===== src/rtl/evm_ballot_unit.sv =====
// rtl/evm_ballot_unit.sv - button conditioning and single-vote gating ahead of the EVM controller
// Synchronises and debounces officer/candidate buttons, then admits one clean vote per ballot.
module evm_ballot_unit #(
   parameter int DEBOUNCE_CYCLES = 16,
   parameter int CNT_W           = 5,
   parameter int LOCKOUT_CYCLES  = 8,
   parameter int WIDTH           = 7
) (
   input  logic             clk,
   input  logic             rst,
   input  logic             switch_on_evm,
   input  logic             btn_officer_raw,
   input  logic [2:0]       btn_candidate_raw,
   input  logic             voting_in_progress,
   output logic             candidate_ready,
   output logic             vote_candidate_1,
   output logic             vote_candidate_2,
   output logic             vote_candidate_3,
   output logic             ballot_error,
   output logic             ballot_timeout,
   output logic             unit_busy,
   output logic [WIDTH-1:0] ballots_cast
);

   typedef enum logic [1:0] {IDLE, ARMED, LOCKOUT} state_t;

   localparam logic [CNT_W-1:0] DEB_LAST  = CNT_W'(DEBOUNCE_CYCLES - 1);
   localparam logic [CNT_W-1:0] LOCK_LAST = CNT_W'(LOCKOUT_CYCLES - 1);

   logic             clr;
   logic [3:0]       raw;
   logic [3:0]       sync1;
   logic [3:0]       sync2;
   logic [3:0]       deb;
   logic [3:0]       deb_d;
   logic [3:0]       press;
   logic [CNT_W-1:0] deb_cnt [4];
   logic [2:0]       cand_lvl;
   logic             multi;

   state_t           state;
   state_t           state_next;
   logic             seen_vip;
   logic             seen_vip_next;
   logic [CNT_W-1:0] lock_cnt;
   logic [CNT_W-1:0] lock_cnt_next;
   logic             ready_next;
   logic             err_next;
   logic             to_next;
   logic [2:0]       vote_next;

   assign clr      = rst | ~switch_on_evm;
   assign raw      = {btn_candidate_raw, btn_officer_raw};
   assign press    = deb & ~deb_d;
   assign cand_lvl = deb[3:1];
   assign multi    = (cand_lvl[0] & cand_lvl[1]) | (cand_lvl[0] & cand_lvl[2]) |
                     (cand_lvl[1] & cand_lvl[2]);

   // Bit 0 is the officer button, bits 3:1 are candidates 1..3.
   always_ff @(posedge clk) begin
      if (clr) begin
         sync1 <= '0;
         sync2 <= '0;
         deb   <= '0;
         deb_d <= '0;
         for (int i = 0; i < 4; i++) deb_cnt[i] <= '0;
      end else begin
         sync1 <= raw;
         sync2 <= sync1;
         deb_d <= deb;
         for (int i = 0; i < 4; i++) begin
            if (sync2[i] == deb[i]) begin
               deb_cnt[i] <= '0;
            end else if (deb_cnt[i] == DEB_LAST) begin
               deb[i]     <= sync2[i];
               deb_cnt[i] <= '0;
            end else begin
               deb_cnt[i] <= deb_cnt[i] + CNT_W'(1);
            end
         end
      end
   end

   always_comb begin
      state_next    = state;
      seen_vip_next = seen_vip;
      lock_cnt_next = lock_cnt;
      ready_next    = 1'b0;
      err_next      = 1'b0;
      to_next       = 1'b0;
      vote_next     = '0;
      case (state)
         IDLE: begin
            seen_vip_next = 1'b0;
            if (press[0]) begin
               ready_next = 1'b1;
               state_next = ARMED;
            end
         end
         ARMED: begin
            // A controller that dropped VIP after raising it has abandoned the ballot.
            if (seen_vip && !voting_in_progress) begin
               to_next    = 1'b1;
               state_next = IDLE;
            end else if (voting_in_progress) begin
               seen_vip_next = 1'b1;
               if (|press[3:1]) begin
                  if (multi) begin
                     err_next = 1'b1;
                  end else begin
                     vote_next  = cand_lvl;
                     state_next = LOCKOUT;
                  end
               end
            end
         end
         LOCKOUT: begin
            if (lock_cnt >= LOCK_LAST && cand_lvl == 3'b000) begin
               state_next    = IDLE;
               lock_cnt_next = '0;
            end else if (lock_cnt < LOCK_LAST) begin
               lock_cnt_next = lock_cnt + CNT_W'(1);
            end
         end
         default: state_next = IDLE;
      endcase
   end

   always_ff @(posedge clk) begin
      if (clr) begin
         state            <= IDLE;
         seen_vip         <= 1'b0;
         lock_cnt         <= '0;
         candidate_ready  <= 1'b0;
         vote_candidate_1 <= 1'b0;
         vote_candidate_2 <= 1'b0;
         vote_candidate_3 <= 1'b0;
         ballot_error     <= 1'b0;
         ballot_timeout   <= 1'b0;
         unit_busy        <= 1'b0;
         ballots_cast     <= '0;
      end else begin
         state            <= state_next;
         seen_vip         <= seen_vip_next;
         lock_cnt         <= lock_cnt_next;
         candidate_ready  <= ready_next;
         vote_candidate_1 <= vote_next[0];
         vote_candidate_2 <= vote_next[1];
         vote_candidate_3 <= vote_next[2];
         ballot_error     <= err_next;
         ballot_timeout   <= to_next;
         unit_busy        <= (state_next != IDLE);
         if ((|vote_next) && (ballots_cast != '1)) ballots_cast <= ballots_cast + WIDTH'(1);
      end
   end

endmodule


===== config.mk =====
export PLATFORM = sky130hd
export DESIGN_NAME = evm_ballot_unit
export DESIGN_NICKNAME = d
export VERILOG_FILES = /design/src/rtl/evm_ballot_unit.sv
export SDC_FILE = /design/constraint.sdc
export NUM_CORES = 1
export LEC_CHECK = 0
export ABC_AREA = 1
export BUFFER_PORTS_ARGS = -buffer_cell sky130_fd_sc_hd__buf_2
export CAP_MARGIN = 20
export CORE_MARGIN = 2
export CORE_UTILIZATION = 40
export DETAILED_ROUTE_END_ITERATION = 8
export PLACE_DENSITY = 0.6
export SETUP_SLACK_MARGIN = 0.1
export SLEW_MARGIN = 20
export SYNTH_ARGS = -nofsm -noshare
export SYNTH_HDL_FRONTEND = slang
export SYNTH_SLANG_ARGS = --single-unit

===== constraint.sdc =====
create_clock -name clk -period 2.66 [get_ports clk]
set_input_delay 0.399 -clock clk [delete_from_list [all_inputs] [get_ports clk]]
set_output_delay 0.399 -clock clk [all_outputs]
set_load 0.05 [all_outputs]

==> results_dict.tcl, run 1 <==
set metrics [dict create \
    grt.total_usage_pct 13.9 \
    yosys_warnings 0 \
    rsz0062_at_grt "false" \
    layout_commonest_cell "nor2_1" \
    syn_inst 291 \
    die_y_um 83.7 \
    area_delta_synth_final_pct 17.3 \
    grt_antenna_before_repair 0 \
    hold_buffers 0 \
    min_period_ns 1.64 \
    cpPeakStageDelay_ns 0.42 \
    wl_per_cell_um 9.92 \
    finalHoldViolCount 0 \
    post_cts_buffers 0 \
    setup_viol 0 \
    synth_area_um2 2540 \
    dieArea_um2 7010 \
    numCtsBuffers 9 \
    gr-total-overflow 0 \
    port_buffers 21 \
    worstPathArrival_ns 1.82 \
    ys_ff_latch 58 \
    tns_ns 0 \
    core_um2 6240 \
    dr.pass1.iters 4 \
    layout.nets 358 \
    gp_congestion 0.777 \
    yosysSeqAreaShare_pct 53.6 \
    io_pins 22 \
    crit_chain "ha_1 -> nand2_1 -> nor2_1 -> ha_1 -> inv_1 -> nand3_1 -> o21bai_1 -> a21oi_1" \
    maxCapViolCount 0 \
    endpoint_kind "flip-flop" \
    post-dp-hpwl_um 3060 \
    grt_pass1_vias 1751 \
    clock.fmax_mhz 610 \
    cp_max_fo 5 \
    grt_max_degree 16 \
    cts_tree "done" \
    vdd_drop_max_mv 0.287 \
    p_per_area_nw_per_um2 579 \
    clkTransAtPathRegs_ns 0.06 \
    fillCellCount 638 \
    grt_pass1_wl_um 7660 \
    fp.dieW_um 83.7 \
    drc 0 \
    diodes 0 \
    cts_resized 0 \
    htreeDepth 3 \
    synth_cell_type_count 27 \
    cp_slowest_cell "edfxtp_1" \
    cts.sinks 58 \
    drt_iter0_markers 65 \
    viasPerCell 4.43 \
    slew_viol_final 0 \
    cpMostUsedCell "ha_1" \
    syn_area_per_cell_um2 8.73 \
    drive_above_1_share_pct 15.1 \
    critPathLaunchType "flip-flop" \
    initial_utilization_pct 40.7 \
    cts_max_path_buffers 2 \
    final_antenna_net_count 0 \
    whs_ns 0.299 \
    clk-insertion-delay-late_ns 0.33 \
    hold_path_class "in -> reg" \
    critPathKind "reg -> reg" \
    cp_num_buf_inv 1 \
    vias 1868 \
    status "complete, no violations" \
    layout_common_cells "nor2_1, inv_1, nand2_1, dfxtp_1" \
    std_cell_rows 29 \
    fin_crit_sh_pct 61.7 \
    skew_ns 0.00870 \
    cts-root-buf "clkbuf_8" \
    path_delay_family "flip-flops" \
    wl_um 4190 \
    leakage_nw 1.35 \
    worstPathRequired_ns 2.84 \
]
-- cells by family after synthesis --
family	count (synthesis)	synth area share, %
adder cells (fa/ha/maj)	10	4.92
AND/OR/NAND/NOR	131	23.5
XOR/XNOR	8	2.76
flip-flops	58	53.6
other	1	0.148
AO/OA/AOI/OAI	29	6.79
buffers and inverters	54	8.32
-- final timing paths --
kind / from / end / slack, ns / cells after the start
setup reg to reg: deb_cnt[1][0] / deb_cnt[1][3] / 1.02 / 8
hold / removal: btn_candidate_raw[2] / sync1[3] / 0.30 / 3
hold reg to reg: sync1[0] / sync2[0] / 0.40 / 2
setup / recovery: deb_cnt[1][0] / deb_cnt[1][3] / 1.02 / 8
-- worst min-delay path, stage by stage --
cell	delay (ns)
buf_2	0.08
inv_1	0.03
nor2_1	0.08
-- through the flow --
stage | cells | power [mW] | cell area [µm²] | utilization [%] | setup WS (ns)
2_1_floorplan | 310 | 0.989 | 2610 | - | 0.984
3_3_place_gp | 406 | 1.00 | 2810 | 44.9 | 1.02
3_5_place_dp | 406 | 1.01 | 2810 | 44.9 | 0.991
4_1_cts | 422 | 1.75 | 2980 | 47.8 | 0.979
5_1_grt | 422 | 1.81 | 2980 | 47.8 | 0.857
6_report | 422 | 1.73 | 2980 | 47.8 | 1.02
-- state kept, by name, summed over array words and instances (netlist names) --
name	flops
vote_candidate_2	1
sync2	4
deb	4
sync1	4
lock_cnt	5
ballots_cast	7
seen_vip	1
ballot_timeout	1
unit_busy	1
candidate_ready	1
deb_cnt	20
vote_candidate_3	1
vote_candidate_1	1
state	2
deb_d	4
ballot_error	1
-- layout make-up --
type | instances | area, µm² | share of cell area [%]
repair buffers | 23 | 120 | 4.03
clock buffers | 11 | 131 | 4.41
inverters | 50 | 188 | 6.29
multi-input cells | 198 | 1040 | 34.9
well taps | 77 | 96.3 | 3.23
flip-flops and latches | 58 | 1360 | 45.7
clock inverters | 5 | 45.0 | 1.51
-- Yosys cell counts, drive strengths merged --
library cell	n	share of area [%]
nor2	52	8.6
inv	49	7.2
nand2	44	6.8
dfxtp	38	30
nand3	23	4.9
edfxtp	20	24
a21oi	19	4.6
ha	10	4.9
o21ai	8	1.6
xor2	8	2.8
nor3	5	0.98
nor3b	4	1.2
buf	2	0.64
clkbuf	2	0.30
nor4	2	0.49
o21bai	2	0.59
clkinv	1	0.15
conb	1	0.15
nand4	1	0.49
-- layer usage --
metal	share of wire (%)	global-route usage, %
met5	0	0
met4	1.5	5.28
met3	4.0	5.04
met1	48	17.3
met2	47	22.0
-- where the power goes --
| group | internal, mW | switching (mW) | total, mW |
|---|---|---|---|
| clock network | 0.421 | 0.320 | 0.741 |
| registers | 0.930 | 0.00736 | 0.938 |
| logic | 0.0160 | 0.0320 | 0.0480 |
(Power assumes the default switching activity.)
==> run 2, diff against run 1 <==
clock period = 1.6 ns   (was 2.66 ns; I/O delays follow)
==> results_dict.tcl, run 2 (synthesized netlist as in run 1, its figures left out) <==
set metrics [dict create \
    worstPathArrival_ns 1.67 \
    seq_power_share_pct 55.0 \
    drive_above_1_share_pct 27.2 \
    critPathKind "reg -> reg" \
    numCtsBuffers 9 \
    status "complete, no violations" \
    final_antenna_net_count 0 \
    fin_crit_sh_pct 93.4 \
    placed_cells 413 \
    dieArea_um2 7010 \
    grt.total_usage_pct 14.0 \
    fp.dieW_um 83.7 \
    layout.nets 373 \
    fin_cells 437 \
    cts_tree "done" \
    vias 1977 \
    hold_buffers 0 \
    initial_utilization_pct 40.7 \
    wl_per_cell_um 9.97 \
    min_path_cells 3 \
    power.switching_mw 0.602 \
    io_pins 22 \
    setup_viol 0 \
    htreeDepth 3 \
    grt_pass1_wl_um 7860 \
    largest_reg_flops 20 \
    total_power_mw 2.84 \
    p_comb_share_pct 3.7 \
    p_per_area_nw_per_um2 885 \
    port_buffers 21 \
    rsz0062_at_grt "true" \
    critPathLaunchType "flip-flop" \
    regMostFlops "deb_cnt" \
    area_delta_synth_final_pct 26.1 \
    grt_antenna_before_repair 0 \
    largestRegisters "deb_cnt: 20 flops, ballots_cast: 7 flops, lock_cnt: 5 flops" \
    viasPerCell 4.52 \
    clkTransAtPathRegs_ns 0.06 \
    core_um2 6240 \
    worstPathRequired_ns 1.77 \
    clock.fmax_mhz 669 \
    drt_iter0_markers 49 \
    clk-insertion-delay-late_ns 0.33 \
    power.internal_mw 2.23 \
    clkPwrFrac_pct 41.4 \
    std_cell_rows 29 \
    gp_congestion 0.796 \
    rr_worst_depth 8 \
    switching_share_pct 21.2 \
    cts-root-buf "clkbuf_8" \
    leakage_nw 1.45 \
    vdd_drop_max_mv 0.425 \
    cts.sinks 58 \
    min_period_ns 1.49 \
    endpoint_kind "flip-flop" \
    layout_commonest_cell "nor2_1" \
    whs_ns 0.119 \
    maxCapViolCount 0 \
    slew_viol_final 0 \
    wl_um 4360 \
    gr-total-overflow 0 \
    dr.pass1.iters 4 \
    post-dp-hpwl_um 3090 \
    die_y_um 83.7 \
    drc 0 \
    layout_common_cells "nor2_1, inv_1, nand2_1, dfxtp_1, buf_2" \
    finalHoldViolCount 0 \
    hold_path_class "in -> reg" \
    skew_ns 0.0102 \
    grt_max_degree 12 \
    cts_max_path_buffers 2 \
    cp_max_fo 4 \
    grt_pass1_vias 1870 \
    diodes 0 \
]
-- run 2: critical path, cell delays in order, from the launching register on --
cell	delay (ns)
edfxtp_1	0.40
ha_2	0.21
nand2_2	0.07
nor2_2	0.04
ha_2	0.16
inv_2	0.08
nand3_4	0.08
o21bai_1	0.17
a21oi_1	0.14
-- run 2: what timing repair did --
item / in CTS / in global routing
pin swaps: 1 / 8
gates resized for setup: 10 / 22
cloned: 0 / 0
endpoints found under the setup margin: 14 / 25
setup buffers: 3 / 5
-- run 2: area by class of cell --
type / instances / area [µm²]
tap: 77 / 96.3
inverter: 50 / 188
sequential: 58 / 1360
clock inverter: 2 / 11.3
clock buffer: 14 / 163
fill: 602 / 3040
multi-input combinational: 198 / 1150
timing repair buffer: 38 / 236
-- run 2: per-layer routing --
metal	wire, µm	share of wire (%)	GRT usage (%)	vias up
li1	-	-	-	1037
met1	1990	46	17.1	905
met5	0	0	0	-
met2	2140	49	22.5	26
met3	151	3.5	4.85	9
met4	73	1.7	5.72	0
-- run 2: worst paths after layout --
path,from,end,slack (ns)
worst max-delay path,deb_cnt[0][1],deb_cnt[0][3],0.11
worst max register to register,deb_cnt[0][1],deb_cnt[0][3],0.11
worst min register to register,sync1[2],sync2[2],0.41
worst min-delay path,btn_officer_raw,sync1[0],0.12
-- run 2: through the flow --
step           setup TNS [ns]  instance area [µm²]  setup slack, ns  utilization (%)
4_1_cts                     0                 3090            0.102             49.5
2_1_floorplan               0                 2620            0.115                -
3_3_place_gp                0                 2860           0.0836             45.8
6_report                    0                 3210            0.105             51.4
3_5_place_dp         -0.00960                 2860         -0.00960             45.8
5_1_grt                     0                 3210           0.0357             51.4
-- run 2: power groups by stage --
stage / combinational [mW] / clock, mW / sequential [mW]
finish: 0.104 / 1.17 / 1.56
global route: 0.119 / 1.30 / 1.56
CTS: 0.0936 / 1.23 / 1.56
detailed placement: 0.0856 / 0 / 1.59
global placement: 0.0851 / 0 / 1.59
floorplan: 0.0561 / 0 / 1.59
